[src/rtl/int_scheduler_if.sv]
// Control-path handshake between the interrupt scheduler and the pipeline.
//   int_req    scheduler -> pipeline   interrupt entry requested
//   int_id     scheduler -> pipeline   source being requested, stable while int_req=1
//   int_vector scheduler -> pipeline   handler address for int_id
//   int_enter  scheduler -> pipeline   one-cycle pulse after the ack: redirect PC, save EPC
//   int_ack    pipeline -> scheduler   pipeline accepts int_req this cycle
//   eret       pipeline -> scheduler   handler return retired this cycle
interface int_scheduler_if #(
  parameter int ID_W = 2
);
  logic            int_req;
  logic [ID_W-1:0] int_id;
  logic [31:0]     int_vector;
  logic            int_enter;
  logic            int_ack;
  logic            eret;

  modport master (
    output int_req, int_id, int_vector, int_enter,
    input  int_ack, eret
  );

  modport slave (
    input  int_req, int_id, int_vector, int_enter,
    output int_ack, eret
  );
endinterface

[src/rtl/int_scheduler.sv]
// Priority interrupt scheduler with nested preemption.
// Captures rising edges on irq_in, arbitrates eligible sources by fixed priority
// (highest index wins), handshakes one entry at a time with the pipeline and tracks
// in-service levels until the matching eret.
//   clk, rst      system clock, synchronous active-high reset
//   irq_in        synchronised level interrupt lines
//   mask_w_*      mask register write port (1 = source enabled)
//   ie_w_*        global interrupt enable write port
//   ctl           handshake with the control path (int_req/int_id/int_vector/int_enter,
//                 int_ack/eret)
//   pending       latched, not yet serviced requests
//   irs, inting   in-service bits and their OR
//   mask, ie      current configuration
//
// state | meaning
// IDLE  | no request outstanding; pick winner when anything is eligible
// REQ   | int_req high with frozen int_id; wait for ack or withdraw
// ENTER | one-cycle int_enter pulse with valid int_vector
module int_scheduler #(
  parameter int          N_SRC      = 3,
  parameter int          ID_W       = 2,
  parameter logic [31:0] VEC_BASE   = 32'h0000_4000,
  parameter logic [31:0] VEC_STRIDE = 32'h0000_0100
) (
  input  logic                clk,
  input  logic                rst,
  input  logic [N_SRC-1:0]    irq_in,
  input  logic                mask_w_en,
  input  logic [N_SRC-1:0]    mask_w_data,
  input  logic                ie_w_en,
  input  logic                ie_w_data,
  int_scheduler_if.master     ctl,
  output logic [N_SRC-1:0]    pending,
  output logic [N_SRC-1:0]    irs,
  output logic                inting,
  output logic [N_SRC-1:0]    mask,
  output logic                ie
);

  typedef enum logic [1:0] {IDLE, REQ, ENTER} state_t;

  state_t            state_q, state_d;
  logic [ID_W-1:0]   int_id_q, int_id_d;
  logic [N_SRC-1:0]  pending_q, pending_d;
  logic [N_SRC-1:0]  irs_q, irs_d;
  logic [N_SRC-1:0]  mask_q, mask_d;
  logic              ie_q, ie_d;
  logic [N_SRC-1:0]  irq_prev_q, irq_prev_d;

  logic [N_SRC-1:0]  rise;
  logic [N_SRC-1:0]  above_top;
  logic [N_SRC-1:0]  elig;
  logic [ID_W-1:0]   winner;
  logic [N_SRC-1:0]  top_oh;
  logic [N_SRC-1:0]  clr;
  logic [N_SRC-1:0]  irs_set;
  logic [N_SRC-1:0]  irs_clr;

  always_comb begin
    rise = irq_in & ~irq_prev_q;

    // Source i may preempt only if no in-service bit sits at index i or above,
    // i.e. i > top(irs) with top = -1 when nothing is in service.
    above_top = '0;
    for (int i = 0; i < N_SRC; i++) begin
      above_top[i] = 1'b1;
      for (int j = i; j < N_SRC; j++) begin
        if (irs_q[j]) above_top[i] = 1'b0;
      end
    end

    elig = pending_q & mask_q & {N_SRC{ie_q}} & above_top;

    winner = '0;
    for (int i = 0; i < N_SRC; i++) begin
      if (elig[i]) winner = ID_W'(i);
    end

    top_oh = '0;
    for (int i = 0; i < N_SRC; i++) begin
      if (irs_q[i]) begin
        top_oh    = '0;
        top_oh[i] = 1'b1;
      end
    end

    state_d  = state_q;
    int_id_d = int_id_q;
    clr      = '0;
    irs_set  = '0;

    case (state_q)
      IDLE: begin
        if (|elig) begin
          int_id_d = winner;
          state_d  = REQ;
        end
      end
      REQ: begin
        if (ctl.int_ack) begin
          irs_set[int_id_q] = 1'b1;
          clr[int_id_q]     = 1'b1;
          state_d           = ENTER;
        end else if (!elig[int_id_q]) begin
          state_d = IDLE;
        end
      end
      ENTER:   state_d = IDLE;
      default: state_d = IDLE;
    endcase

    // eret clear goes first, then the ack set; the acked id is always above the
    // old top so the two never touch the same bit.
    irs_clr    = ctl.eret ? top_oh : '0;
    irs_d      = (irs_q & ~irs_clr) | irs_set;
    pending_d  = (pending_q & ~clr) | rise;
    mask_d     = mask_w_en ? mask_w_data : mask_q;
    ie_d       = ie_w_en ? ie_w_data : ie_q;
    irq_prev_d = irq_in;
  end

  always_ff @(posedge clk) begin
    if (rst) begin
      state_q    <= IDLE;
      int_id_q   <= '0;
      pending_q  <= '0;
      irs_q      <= '0;
      mask_q     <= '0;
      ie_q       <= 1'b0;
      irq_prev_q <= '0;
    end else begin
      state_q    <= state_d;
      int_id_q   <= int_id_d;
      pending_q  <= pending_d;
      irs_q      <= irs_d;
      mask_q     <= mask_d;
      ie_q       <= ie_d;
      irq_prev_q <= irq_prev_d;
    end
  end

  assign ctl.int_req    = (state_q == REQ);
  assign ctl.int_id     = int_id_q;
  assign ctl.int_enter  = (state_q == ENTER);
  assign ctl.int_vector = VEC_BASE + 32'(int_id_q) * VEC_STRIDE;

  assign pending = pending_q;
  assign irs     = irs_q;
  assign inting  = |irs_q;
  assign mask    = mask_q;
  assign ie      = ie_q;

endmodule
[src/flat_wrapper.sv]
// flat-port wrapper written by rule: the top's interface ports become plain ports
module int_scheduler_flat 
#(
  parameter int          N_SRC      = 3,
  parameter int          ID_W       = 2,
  parameter logic [31:0] VEC_BASE   = 32'h0000_4000,
  parameter logic [31:0] VEC_STRIDE = 32'h0000_0100
)
  (clk, rst, irq_in, mask_w_en, mask_w_data, ie_w_en, ie_w_data, pending, irs, inting, mask, ie, ctl_int_req, ctl_int_id, ctl_int_vector, ctl_int_enter, ctl_int_ack, ctl_eret);
  int_scheduler_if #(.ID_W(ID_W)) ctl_i ();
  input  logic clk;
  input  logic rst;
  input  logic [N_SRC-1:0] irq_in;
  input  logic mask_w_en;
  input  logic [N_SRC-1:0] mask_w_data;
  input  logic ie_w_en;
  input  logic ie_w_data;
  output logic [N_SRC-1:0] pending;
  output logic [N_SRC-1:0] irs;
  output logic inting;
  output logic [N_SRC-1:0] mask;
  output logic ie;
  output wire logic [$bits(ctl_i.int_req)-1:0] ctl_int_req;
  output wire logic [$bits(ctl_i.int_id)-1:0] ctl_int_id;
  output wire logic [$bits(ctl_i.int_vector)-1:0] ctl_int_vector;
  output wire logic [$bits(ctl_i.int_enter)-1:0] ctl_int_enter;
  input wire logic [$bits(ctl_i.int_ack)-1:0] ctl_int_ack;
  input wire logic [$bits(ctl_i.eret)-1:0] ctl_eret;
  assign ctl_int_req = ctl_i.int_req;
  assign ctl_int_id = ctl_i.int_id;
  assign ctl_int_vector = ctl_i.int_vector;
  assign ctl_int_enter = ctl_i.int_enter;
  assign ctl_i.int_ack = ctl_int_ack;
  assign ctl_i.eret = ctl_eret;
  int_scheduler #(.N_SRC(N_SRC), .ID_W(ID_W), .VEC_BASE(VEC_BASE), .VEC_STRIDE(VEC_STRIDE)) u_core (.clk(clk), .rst(rst), .irq_in(irq_in), .mask_w_en(mask_w_en), .mask_w_data(mask_w_data), .ie_w_en(ie_w_en), .ie_w_data(ie_w_data), .ctl(ctl_i), .pending(pending), .irs(irs), .inting(inting), .mask(mask), .ie(ie));
endmodule
[config.mk]
export PLATFORM = sky130hd
export DESIGN_NAME = int_scheduler_flat
export DESIGN_NICKNAME = d
export VERILOG_FILES = /design/src/rtl/int_scheduler_if.sv /design/src/rtl/int_scheduler.sv /design/src/flat_wrapper.sv
export SDC_FILE = /design/constraint.sdc
export NUM_CORES = 1
export LEC_CHECK = 0
export BUFFER_PORTS_ARGS = -buffer_cell sky130_fd_sc_hd__buf_2
export CORE_UTILIZATION = 38
export CTS_CLUSTER_DIAMETER = 50
export DETAILED_ROUTE_END_ITERATION = 6
export PLACE_DENSITY = 0.78
export RECOVER_POWER = 100
export SLEW_MARGIN = 10
export SYNTH_ARGS = -nofsm -noshare
export SYNTH_HDL_FRONTEND = slang
export SYNTH_SLANG_ARGS = --single-unit
[constraint.sdc]
create_clock -name clk -period 1.3 [get_ports clk]
set_clock_uncertainty 0.05 [all_clocks]
set_input_delay 0.065 -clock clk [delete_from_list [all_inputs] [get_ports clk]]
set_output_delay 0.065 -clock clk [all_outputs]
set_load 0.05 [all_outputs]
==> results.json <==
{
  "async_flop_share_pct": 0,
  "syn_inst": 110,
  "initial_utilization_pct": 41.6,
  "grt_first_pass_wirelength_um": 2930,
  "dp_hpwl_um": 1320,
  "crit_slowest_cell": "dfxtp_4",
  "crit_fanout": 7,
  "grt_antenna_before_repair": 0,
  "syn_area_um2": 956,
  "fin_nets": 164,
  "post-route-min-period_ns": 1.29,
  "grt_pass1_vias": 686,
  "diodes": 0,
  "min_from": "ctl_eret",
  "end_kind": "register",
  "power.density_nw_per_um2": 982,
  "cts_tree": "done",
  "gp_congestion": 0.738,
  "synth_most_common_cell": "buf_4",
  "clk_latency_ns": 0.29,
  "die_y_um": 52.2,
  "final.period_utilization_pct": 99.6,
  "post-synth-top-area-cell": "dfxtp_1",
  "start_kind": "register",
  "synth_commonest_cells": "33 x buf_4, 17 x dfxtp_1, 10 x nor2_1",
  "cp-startpoint": "u_core.irs[2]",
  "wl_per_cell_um": 10.5,
  "synth_ff_type": "dfxtp_1",
  "grt_overflow": 0,
  "rsz0062_at_grt": "yes",
  "via_count": 789,
  "yosys-top-cells-area": "dfxtp_1 36%, buf_4 26%, nor2b_1 5.2%, mux2i_1 4.2%, nor2_1 3.9%",
  "max_stage_delay_ns": 0.38,
  "port_buffers": 29,
  "coreArea_um2": 2300,
  "cp_data_required_time_ns": 1.48,
  "die_w_um": 52.2,
  "clk_pin_slew_ns": 0.09,
  "netlist.area_leader.share_pct": 35.6,
  "yosysWarnings": 0,
  "critPathTopFamily": "simple AND/OR/NAND/NOR gates",
  "drc_errors": 0,
  "placementRows": 17,
  "worstSetupPathType": "reg2reg",
  "final_area_um2": 1210,
  "reg2reg_from": "u_core.irs[2]",
  "dieArea_um2": 2720,
  "nFillCells": 211,
  "hold_viol": 0,
  "drt-vias-per-instance": 4.43,
  "root_buffer": "clkbuf_4",
  "ioPinCount": 60,
  "slew_viol_final": 0,
  "htree_levels": 1,
  "drt-total-wl_um": 1880,
  "arrival_ns": 1.48,
  "drt_pass1_iterations": 4,
  "fmax_mhz": 772,
  "setup_viol": 0,
  "status": "completed",
  "layout-drive-gt1-share_pct": 37.3,
  "ir_drop_mv": 0.711,
  "yosysSeqAreaShare_pct": 35.6,
  "syn_avg_cell_area_um2": 8.69,
  "track_usage_pct": 14.6,
  "cts.sinks": 17,
  "grt_max_degree": 19,
  "post_dp_cell_area_um2": 1040,
  "path_cells": "nor3b_4 -> nand4b_4 -> o31ai_2 -> a32o_1",
  "hold_path.class": "in2reg",
  "drtAntennaViolNets": 0,
  "synth.distinct_cells": 26,
  "cts_buffer_depth": 2,
  "power_leakage_nw": 0.639,
  "utilization_pct": 52.8,
  "drtIter0Drc": 8,
  "syn_to_final_growth_pct": 27.0,
  "maxCapViolCount": 0,
  "worst-path-buf-inv": 0,
  "cts_buffers": 3,
  "synth_edf_count": 0,
  "ys_ff_latch": 17
}
worst reg2reg max path, stage by stage, from the launching register on:
cell,delay [ns]
dfxtp_4,0.38
nor3b_4,0.29
nand4b_4,0.16
o31ai_2,0.19
a32o_1,0.18
cells by family after synthesis:
| kind of cell | count (synthesis) | share of synthesized area (%) |
|---|---|---|
| other cells | 2 | 0.786 |
| compound gates | 14 | 9.42 |
| buf+inv | 36 | 27.1 |
| mux | 4 | 4.19 |
| simple gates | 37 | 22.9 |
| flops | 17 | 35.6 |
flip-flops by register name (all words and copies together), names as in the netlist:
| name | count |
|---|---|
| u_core.mask | 3 |
| u_core.ctl.int_id | 2 |
| u_core.ie | 1 |
| u_core.irs | 3 |
| u_core.state_q | 2 |
| u_core.irq_prev_q | 3 |
| u_core.pending | 3 |
report_power, final:
part / leakage (nW) / switching (mW) / total [mW] / internal [mW]
Clock: 0.0150 / 0.156 / 0.275 / 0.119
Combinational: 0.478 / 0.293 / 0.362 / 0.0692
Sequential: 0.146 / 0.0190 / 0.554 / 0.535
final cells by class:
class                      count  area, um^2  area share [%]
sequential                    17         368            30.3
tap                           28        35.0            2.89
clock buffer                   4        26.3            2.16
multi-input combinational     85         503            41.4
inverter                       2        7.51           0.619
timing repair buffer          42         274            22.6
per-layer routing:
metal	routed length (um)	GRT usage, %
met1	745	16.0
met2	960	27.1
met3	143	2.34
met4	25	6.58
met5	0	0
placed cells by master, fill, tap and decap left out, drive strengths merged, types with 3 or more instances in the layout:
cell / netlist / routed
conb: 2 / 30
buf: 33 / 26
dfxtp: 17 / 17
clkbuf: 1 / 12
nor2: 10 / 10
dlygate4sd3: 0 / 8
nor2b: 8 / 8
a21oi: 7 / 7
mux2i: 4 / 4
nand3: 3 / 3
nand2: 3 / 3
or3: 3 / 3
worst paths after layout:
kind | end | slack [ns] | cells after the start
worst min-delay path | u_core.irs[2] | 0.006 | 4
worst min register to register | u_core.pending[0] | 0.45 | 2
worst max register to register | u_core.state_q[0] | 0.005 | 4
worst max-delay path | u_core.state_q[0] | 0.005 | 4
repair_timing:
action | 4_1_cts | 5_1_grt
setup buffers | 1 | 2
pin swaps | 3 | 2
endpoints found under the setup margin | 2 | 6
endpoints found under the hold margin | 8 | 0
hold buffers | 8 | 0
resized for setup | 6 | 5
metrics by stage:
step / TNS (ns) / worst slack [ns] / power (mW) / hold slack [ns] / instances
after floorplan: -0.0184 / -0.0184 / 0.926 / 0.143 / 138
after global placement: 0 / 0.0366 / 0.896 / 0.240 / 163
after detailed placement: 0 / 0.00603 / 0.899 / 0.244 / 163
after CTS: 0 / 0.000633 / 1.19 / 0.00339 / 176
after global routing: -0.104 / -0.0521 / 1.24 / 0.00487 / 178
final: 0 / 0.00532 / 1.19 / 0.00608 / 178
Power figures use the tool's default switching activity.
